`config.mk`:
```
export PLATFORM = sky130hd
export DESIGN_NAME = bitslice_packer
export DESIGN_NICKNAME = d
export VERILOG_FILES = /design/src/rtl/bitslice_packer.sv
export SDC_FILE = /design/constraint.sdc
export NUM_CORES = 1
export LEC_CHECK = 0
export CORE_MARGIN = 2
export CORE_UTILIZATION = 52
export CTS_CLUSTER_DIAMETER = 150
export DETAILED_ROUTE_END_ITERATION = 7
export HOLD_SLACK_MARGIN = 0.15
export PLACE_DENSITY = 0.76
export SLEW_MARGIN = 10
export SYNTH_ARGS = -nofsm -noshare
export SYNTH_HDL_FRONTEND = slang
export SYNTH_SLANG_ARGS = --single-unit
```
`constraint.sdc`:
```
create_clock -name clk -period 1.95 [get_ports clk]
set_input_delay 0.585 -clock clk [delete_from_list [all_inputs] [get_ports clk]]
set_output_delay 0.585 -clock clk [all_outputs]
set_load 0.03 [all_outputs]
```
`src/rtl/bitslice_packer.sv`:
```
// Collects k (m+n)-bit samples, transposes them into bit-slices and loads them into the bit-serial accumulator with a one-cycle pl.
// Optional status outputs (frames_sent, stall) exist only when PACKER_STATUS_EN is defined.
module bitslice_packer #(
  parameter int m = 3,
  parameter int n = 2,
  parameter int k = 4
) (
  input  logic                 clk,
  input  logic                 rstn,
  input  logic                 in_valid,
  input  logic [m+n-1:0]       in_data,
  output logic                 in_ready,
  input  logic                 acc_ready,
  output logic                 pl,
  output logic [(m+n)*k-1:0]   dout
`ifdef PACKER_STATUS_EN
  ,
  output logic [15:0]          frames_sent,
  output logic                 stall
`endif
);

  localparam int W  = m + n;
  localparam int CW = $clog2(k + 2);
  localparam logic [CW-1:0] K_CNT      = CW'(k);
  localparam logic [CW-1:0] GAP_RELOAD = CW'(k + 1);

  logic [k-1:0][W-1:0] fill_q, fill_d;
  logic [CW-1:0]       fill_cnt_q, fill_cnt_d;
  logic [CW-1:0]       gap_cnt_q, gap_cnt_d;
  logic                hold_full_q, hold_full_d;
  logic [W*k-1:0]      hold_q, hold_d;
  logic [W*k-1:0]      xpose;
  logic                accept;
  logic                xfer;

  assign in_ready = (fill_cnt_q < K_CNT);
  assign accept   = in_valid && in_ready;
  assign pl       = hold_full_q && acc_ready && (gap_cnt_q == '0);
  // A full fill buffer moves to hold when hold is empty or is being emptied by pl now.
  assign xfer     = (fill_cnt_q == K_CNT) && (!hold_full_q || pl);
  assign dout     = hold_q;

  always_comb begin
    xpose = '0;
    for (int b = 0; b < W; b++) begin
      for (int j = 0; j < k; j++) begin
        xpose[b*k + j] = fill_q[j][b];
      end
    end
  end

  always_comb begin
    fill_d      = fill_q;
    fill_cnt_d  = fill_cnt_q;
    hold_d      = hold_q;
    hold_full_d = hold_full_q;
    gap_cnt_d   = gap_cnt_q;

    for (int j = 0; j < k; j++) begin
      if (accept && (fill_cnt_q == CW'(j))) begin
        fill_d[j] = in_data;
      end
    end

    if (xfer) begin
      fill_cnt_d = '0;
    end else if (accept) begin
      fill_cnt_d = fill_cnt_q + CW'(1);
    end

    if (xfer) begin
      hold_d      = xpose;
      hold_full_d = 1'b1;
    end else if (pl) begin
      hold_full_d = 1'b0;
    end

    // Holds off the next load until the accumulator's k+1 shift/add cycles are done.
    if (pl) begin
      gap_cnt_d = GAP_RELOAD;
    end else if (gap_cnt_q != '0) begin
      gap_cnt_d = gap_cnt_q - CW'(1);
    end
  end

  always_ff @(posedge clk or negedge rstn) begin
    if (!rstn) begin
      fill_q      <= '0;
      fill_cnt_q  <= '0;
      hold_q      <= '0;
      hold_full_q <= 1'b0;
      gap_cnt_q   <= '0;
    end else begin
      fill_q      <= fill_d;
      fill_cnt_q  <= fill_cnt_d;
      hold_q      <= hold_d;
      hold_full_q <= hold_full_d;
      gap_cnt_q   <= gap_cnt_d;
    end
  end

`ifdef PACKER_STATUS_EN
  logic [15:0] frames_sent_q, frames_sent_d;
  logic        stall_q, stall_d;

  always_comb begin
    frames_sent_d = pl ? frames_sent_q + 16'd1 : frames_sent_q;
    stall_d       = hold_full_q && !pl;
  end

  always_ff @(posedge clk or negedge rstn) begin
    if (!rstn) begin
      frames_sent_q <= '0;
      stall_q       <= 1'b0;
    end else begin
      frames_sent_q <= frames_sent_d;
      stall_q       <= stall_d;
    end
  end

  assign frames_sent = frames_sent_q;
  assign stall       = stall_q;
`endif

endmodule
```
### After elaboration in Yosys (flattened, before gate mapping)

Cells that the tools add are included.

| storage, ports and cells | value |
|---|---|
| register bits | 47 |
| input bits | 9 |
| output and inout port bits | 22 |
| logic and storage cells | 37 |

| cells by class | value |
|---|---|
| add/sub/neg operators | 2 |
| $lt $le $gt $ge | 1 |
| equality and inequality tests | 4 |
| muxes and demuxes | 6 |
| reductions and logical operators | 16 |

Operators by type and width:

| operator | count |
|---|---|
| $mux W3 | 4 |
| $logic_and A1 B1 Y1 | 8 |
| $eq A3 B2 Y1 const B | 2 |
| $logic_not A3 Y1 | 2 |
| $reduce_bool A2 Y1 | 3 |
| $add A3 B1 Y3 const B | 1 |
| $eq A3 B1 Y1 const B | 1 |
| $eq A3 B3 Y1 const B | 1 |
| $lt A3 B3 Y1 const B | 1 |
| $reduce_bool A3 Y1 | 1 |
| $sub A3 B1 Y3 const B | 1 |
| $mux W1 | 2 |
| $logic_not A1 Y1 | 1 |
| $logic_or A1 B1 Y1 | 1 |

### Longest topological paths before layout

| depth | value |
|---|---|
| word-level depth | 5 |
| mapped depth | 6 |

### Worst setup path before layout

OpenSTA, ideal clock, no wires.

| timing path | value |
|---|---|
| kind | register to output |
| from | reg gap_cnt_q[0] |
| to | out pl |
| data arrival time | 1.388 ns |
| path slack | -0.023 ns |
| cell stages (with the launch flop) | 5 |
| path buffers | 0 |
| cells stage by stage | dfrtp_1 -> inv_1 -> ha_1 -> or2b_1 -> nor2_1 |

| on the way | value |
|---|---|
| word-level cells in the longest chain between the ends | 2 |

RTL lines:

| element | RTL line | source |
|---|---|---|
| start: declaration | 30 | `logic [CW-1:0] gap_cnt_q, gap_cnt_d;` |
| start signal: assignment | 99 | `gap_cnt_q <= gap_cnt_d;` |
| $logic_not A3 Y1 | 39 | `assign pl = hold_full_q && acc_ready && (gap_cnt_q == '0);` |
| $logic_and A1 B1 Y1 | 39 |  |
| end: declaration | 14 | `output logic pl,` |

No other way between the ends.

### Worst setup path after layout

| timing path | value |
|---|---|
| from | reg gap_cnt_q[1] |
| to | out pl |

The elaborated chain is that of the path after synthesis.

==> results.tsv <==
metric	value	unit
Slew Limit Headroom	62.75	%
synth warn	0	
most frequent cells in the layout	dfrtp_1 (47), mux2_2 (37), dlymetal6s2s_1 (16)	
Max FO, Critical Path	2	
largest net degree at the start of global routing	48	
placed insts	209	
top cells by area, synth	dfrtp_1 (61%), mux2_2 (22%), ha_1 (4.5%), mux2_1 (1.7%), a21oi_1 (1.3%)	
Yosys top cell area share	60.72	%
CTS root buffer	clkbuf_8	
Power Density	1572	nW/um2
commonest non-fill, non-tap cell in the layout	dfrtp_1	
number of synthesized flops with an enable pin	0	
Critical Path RT	1.36	ns
Final Wtd Congestion	0.6794	
Worst Tran Pin Value	0.5587	ns
CTS tree	yes	
CP endpoint kind	output port	
core area	3633	um2
endpoints failing setup	1	
grt ovf	0	
Core Util, Final	68.63	%
port bufs	30	
Final ANT Viol Nets	0	
vias in the first global route	1202	
First-pass DRT Iterations	3	
startpoint types	flop	
Clock Sinks	47	
clock latency on the worst-skew pair	0.30	ns
H-tree Lvls	2	
clk buf depth	2	
post-synth cell types	21	
mapped cell area	1937	um2
Slew Viols, Final	0	
register bit total from synthesis	47	
initial antenna violation count	0	
largest area contributor in the netlist	dfrtp_1	
top_reg_cell synth	dfrtp_1	
Vias/cell	5.091	
nets	187	
Async SR Flop Fraction	100.0	%
All-Layer GR Usage	18.08	%
DIE AREA	4229	um2
Routed WL	3316	um
worst-path cell chain	inv_2, ha_4, or2b_1, nor2_2, buf_6	
Hold Vio Cnt, Final	0	
delay-heaviest family, CP	flip-flops	
TritonCTS Buffers	5	
Final Skew	0.007379	ns
Core Rows	22	
Post-DP HPWL	2276	um
critical path class	flop to output port	
Worst Hold Class	primary input to asynchronous set/reset pin	
fin crit share	102.3	%
final period demand of the worst path	1.995	ns
Max-Cap Viols	0	
Starting Density	53.31	%
share of cells above drive strength 1	38.37	%
outcome	complete, but fails checks	
I/O pin cnt	31	
Max Fclk	0.5013	GHz
Hold WS	0.3518	ns
post-synthesis sequential area ratio	60.72	%
Via Count	1120	
ANT cells	0	
critical path buffer and inverter count	2	
Die Wd	65.03	um
PnR worst setup slack	-0.04477	ns
CP arrival	1.41	ns
unrepaired setup endpoints after global routing	yes	
syn_area_per_cell	15.13	um2
fin cells	220	
first-pass GRT wire length	5513	um
drt drc	0	
Peak supply drop	0.8913	mV
Slowest-stage cell, CP	dfrtp_1	
failing checks	negative setup slack	
Reg clk slew, reported paths	0.09	ns
P_leak	1.357	nW
area grow syn2layout	28.75	%
Wirelength per Cell	15.07	um
initial DRC count	32	
die height	65.03	um
Syn Nets	144	
Gate Count Post-Synth	128	
Worst path max stage delay	0.40	ns
cells by family after synthesis:
family                   after synthesis  synth area share [%]
XOR/XNOR                               1                0.4523
flip-flops                            47                 60.72
adder cells (fa/ha/maj)                7                 4.522
multiplexers                          41                 23.77
buffers and inverters                  8                 2.390
AO/OA/AOI/OAI                          7                 2.584
AND/OR/NAND/NOR                       17                 5.556
cell usage after synthesis (all sizes together) (3+ instances only):
cell	number
a21oi	6
buf	3
dfrtp	47
ha	7
inv	5
mux2	40
nand2	8
nor2	3
worst paths after layout:
check,slack (ns),start,cells after the start,to
min in group clk,0.49,dout[17]$_DFFE_PN0P_,1,dout[17]$_DFFE_PN0P_
setup reg to reg,0.28,gap_cnt_q[1]$_DFFE_PN0P_,7,dout[11]$_DFFE_PN0P_
setup / recovery,-0.04,gap_cnt_q[1]$_DFFE_PN0P_,5,pl
max in group asynchronous,1.21,rstn,2,fill_q[14]$_DFFE_PN0P_
hold reg to reg,0.49,dout[17]$_DFFE_PN0P_,1,dout[17]$_DFFE_PN0P_
hold / removal,0.35,rstn,2,dout[4]$_DFFE_PN0P_
routing by layer:
metal	GRT usage [%]	part of all wire, %	wire [um]	vias to the layer above
met5	0	0	0	-
met4	8.073	1.6	52	0
met3	5.903	3.4	113	4
met2	32.09	54	1805	18
met1	19.58	41	1345	573
li1	-	-	-	525
layout make-up:
| class | count | area, um2 |
|---|---|---|
| flip-flops and latches | 47 | 1176 |
| fillers | 273 | 1140 |
| multi-input cells | 73 | 729.5 |
| repair buffers | 39 | 414.1 |
| clock buffers | 7 | 86.33 |
| well taps | 48 | 60.06 |
| inverters | 5 | 18.77 |
| clock inverters | 1 | 8.758 |
stage by stage:
step	setup WS (ns)	power (W)	TNS, ns	instance area, um2
final	-0.04477	0.003919	-0.04477	2494
after global routing	-0.1050	0.004171	-0.1050	2494
after CTS	-0.06519	0.003980	-0.06519	2446
after detailed placement	-0.1461	0.003327	-2.880	2322
after global placement	-0.1034	0.003238	-2.061	2322
after floorplan	0.09795	0.002707	0	1939
power by group:
group          internal [W]  total, W  switching, W
clock network      0.000290  0.000599      0.000309
registers           0.00141   0.00165      0.000234
logic              0.000851   0.00167      0.000823
total               0.00255   0.00392       0.00137
state kept, by name (all words and copies together), names as in the netlist:
signal and count:
fill_cnt_q 3, dout 20, gap_cnt_q 3, fill_q 20, hold_full_q 1
timing repair:
item / 4_1_cts / 5_1_grt
gates resized for setup: 7 / 16
pin swaps: 2 / 0
setup endpoints to repair: 2 / 17
gates cloned: 0 / 0
hold buffers: 0 / 0
buffers inserted: 2 / 1
No activity file was read; power rests on OpenSTA's default activity.
==> edit: new RTL, same flow settings <==
`hold_q` no longer has a reset.
--- a/src/rtl/bitslice_packer.sv
+++ b/src/rtl/bitslice_packer.sv
@@ -89,5 +89,4 @@
       fill_q      <= '0;
       fill_cnt_q  <= '0;
-      hold_q      <= '0;
       hold_full_q <= 1'b0;
       gap_cnt_q   <= '0;
@@ -95,8 +94,11 @@
       fill_q      <= fill_d;
       fill_cnt_q  <= fill_cnt_d;
-      hold_q      <= hold_d;
       hold_full_q <= hold_full_d;
       gap_cnt_q   <= gap_cnt_d;
     end
+  end
+
+  always_ff @(posedge clk) begin
+    hold_q <= hold_d;
   end
 
Formal check against the unedited RTL: differs if rstn is asserted again (counterexample within 10 cycles, from zero or initial values and one cycle with rstn low); with rstn held inactive, the same outputs for 10 cycles.
==> edit against the unedited design <==
Sequential cell count unchanged. Wire length down 9.3%. Area after synthesis down 3.6%. Worst setup slack better by 0.11 ns. Cell area down 5.5%. Critical path depth unchanged. Power down 16%. Via count down 12%.
==> edit: results <==
status:
  status: "completed"
logic_synthesis:
  synthTopCellsByArea: "dfrtp_1 36%, edfxtp_1 32%, mux2_4 16%"
  synth_edf_count: 20
  syn_nets: 122
  seq_area_frac_synth_pct: 68.4
  synth_top_cells_by_count: "27 x dfrtp_1, 20 x edfxtp_1, 20 x mux2_4"
global_route:
  met2_usage_pct: 26.0
  grt_util_met1_pct: 21.4
  grt_pass1_wl_um: 4820
  grt_pass1_vias: 998
  use_met3_pct: 3.70
setup_path:
  arrival_ns: 1.30
  critical_path.max_fanout: 5
  rrSetupSlack_ns: 0.44
route:
  drt-initial-drc-count: 25
  met2_length_um: 1490
  avgRoutedWirePerCell_um: 15.4
  met1_length_um: 1340
  drtPass1Iterations: 4
  wl_met3_um: 110
layout:
  layout.area.seq_sq_mm: 0.00128
  drive_gt1_share_pct: 30.2
  n_fill_cell: 248
  multi_input_gates: 53
  instances_no_fill: 195
  multi_input_area_sq_um: 592
  nNetsFinal: 164
  n_all_buffers: 36
  n_sequential_cell: 47
  clkCellAreaFrac_pct: 2.71
  non_clock_buffer_area_share_pct: 14.8
power_and_ir_drop:
  power.density_mw_per_mm2: 1390
  pwr-share-seq_pct: 50.7
  p_switching_uw: 1040
  p_comb_share_pct: 35.1
  peakVddDrop_mv: 0.732
  power.leakage_uw: 0.00113
sta:
  fin_worst_skew_ns: 0.0141
  worst_pin_slew_ns: 0.339
placed_design:
  dp.cells: 184
cts:
  clk_latency_ns: 0.36
  cts-root-buf: "clkbuf_4"
  clk_pin_slew_ns: 0.13
min_path:
  min_path_type: "reg -> reg"
[edit: cell families after synthesis]
kind of cell               count (synthesis)  synth area share (%)
AOI/OAI and AO/OA                          7                  2.08
xor gates and xnor gates                   1                 0.469
adders and majority gates                  7                  4.69
buffers and inverters                      6                  1.61
DFF                                       47                  68.4
muxes                                     21                  16.6
and+or+nand+nor                           17                  6.17
[edit: final timing paths]
kind,start,cells past startpoint,end
setup / recovery,gap_cnt_q[1]$_DFFE_PN0P_,5,pl
hold reg to reg,fill_q[1]$_DFFE_PN0P_,0,dout[4]$_DFFE_PP_
setup reg to reg,fill_cnt_q[0]$_DFFE_PN0P_,5,dout[19]$_DFFE_PP_
max in group asynchronous,rstn,2,fill_q[0]$_DFFE_PN0P_
min in group asynchronous,rstn,2,gap_cnt_q[0]$_DFFE_PN0P_
hold / removal,fill_q[1]$_DFFE_PN0P_,0,dout[4]$_DFFE_PP_
[edit: stage by stage]
| step | hold slack, ns | area [sq um] | setup TNS [ns] | setup slack (ns) |
|---|---|---|---|---|
| floorplan | 0.289 | 1870 | 0 | 0.124 |
| global placement | 0.435 | 2260 | -0.0409 | -0.0409 |
| detailed placement | 0.435 | 2260 | -0.0766 | -0.0766 |
| CTS | 0.473 | 2330 | 0 | 0.00423 |
| global route | 0.490 | 2360 | -0.0111 | -0.0111 |
| finish | 0.474 | 2360 | 0 | 0.0616 |
[edit: what timing repair did]
action	in CTS	in global routing
pin swaps	0	2
endpoints found under the hold margin	0	0
gates resized for setup	26	4
endpoints found under the setup margin	21	2
setup buffers	1	2
[edit: critical path, delay by kind of cell (launching register included)]
| kind | cells | cell delay [ns] |
|---|---|---|
| adders and majority gates | 1 | 0.16 |
| buffers and inverters | 2 | 0.22 |
| DFF | 1 | 0.41 |
| and+or+nand+nor | 2 | 0.16 |
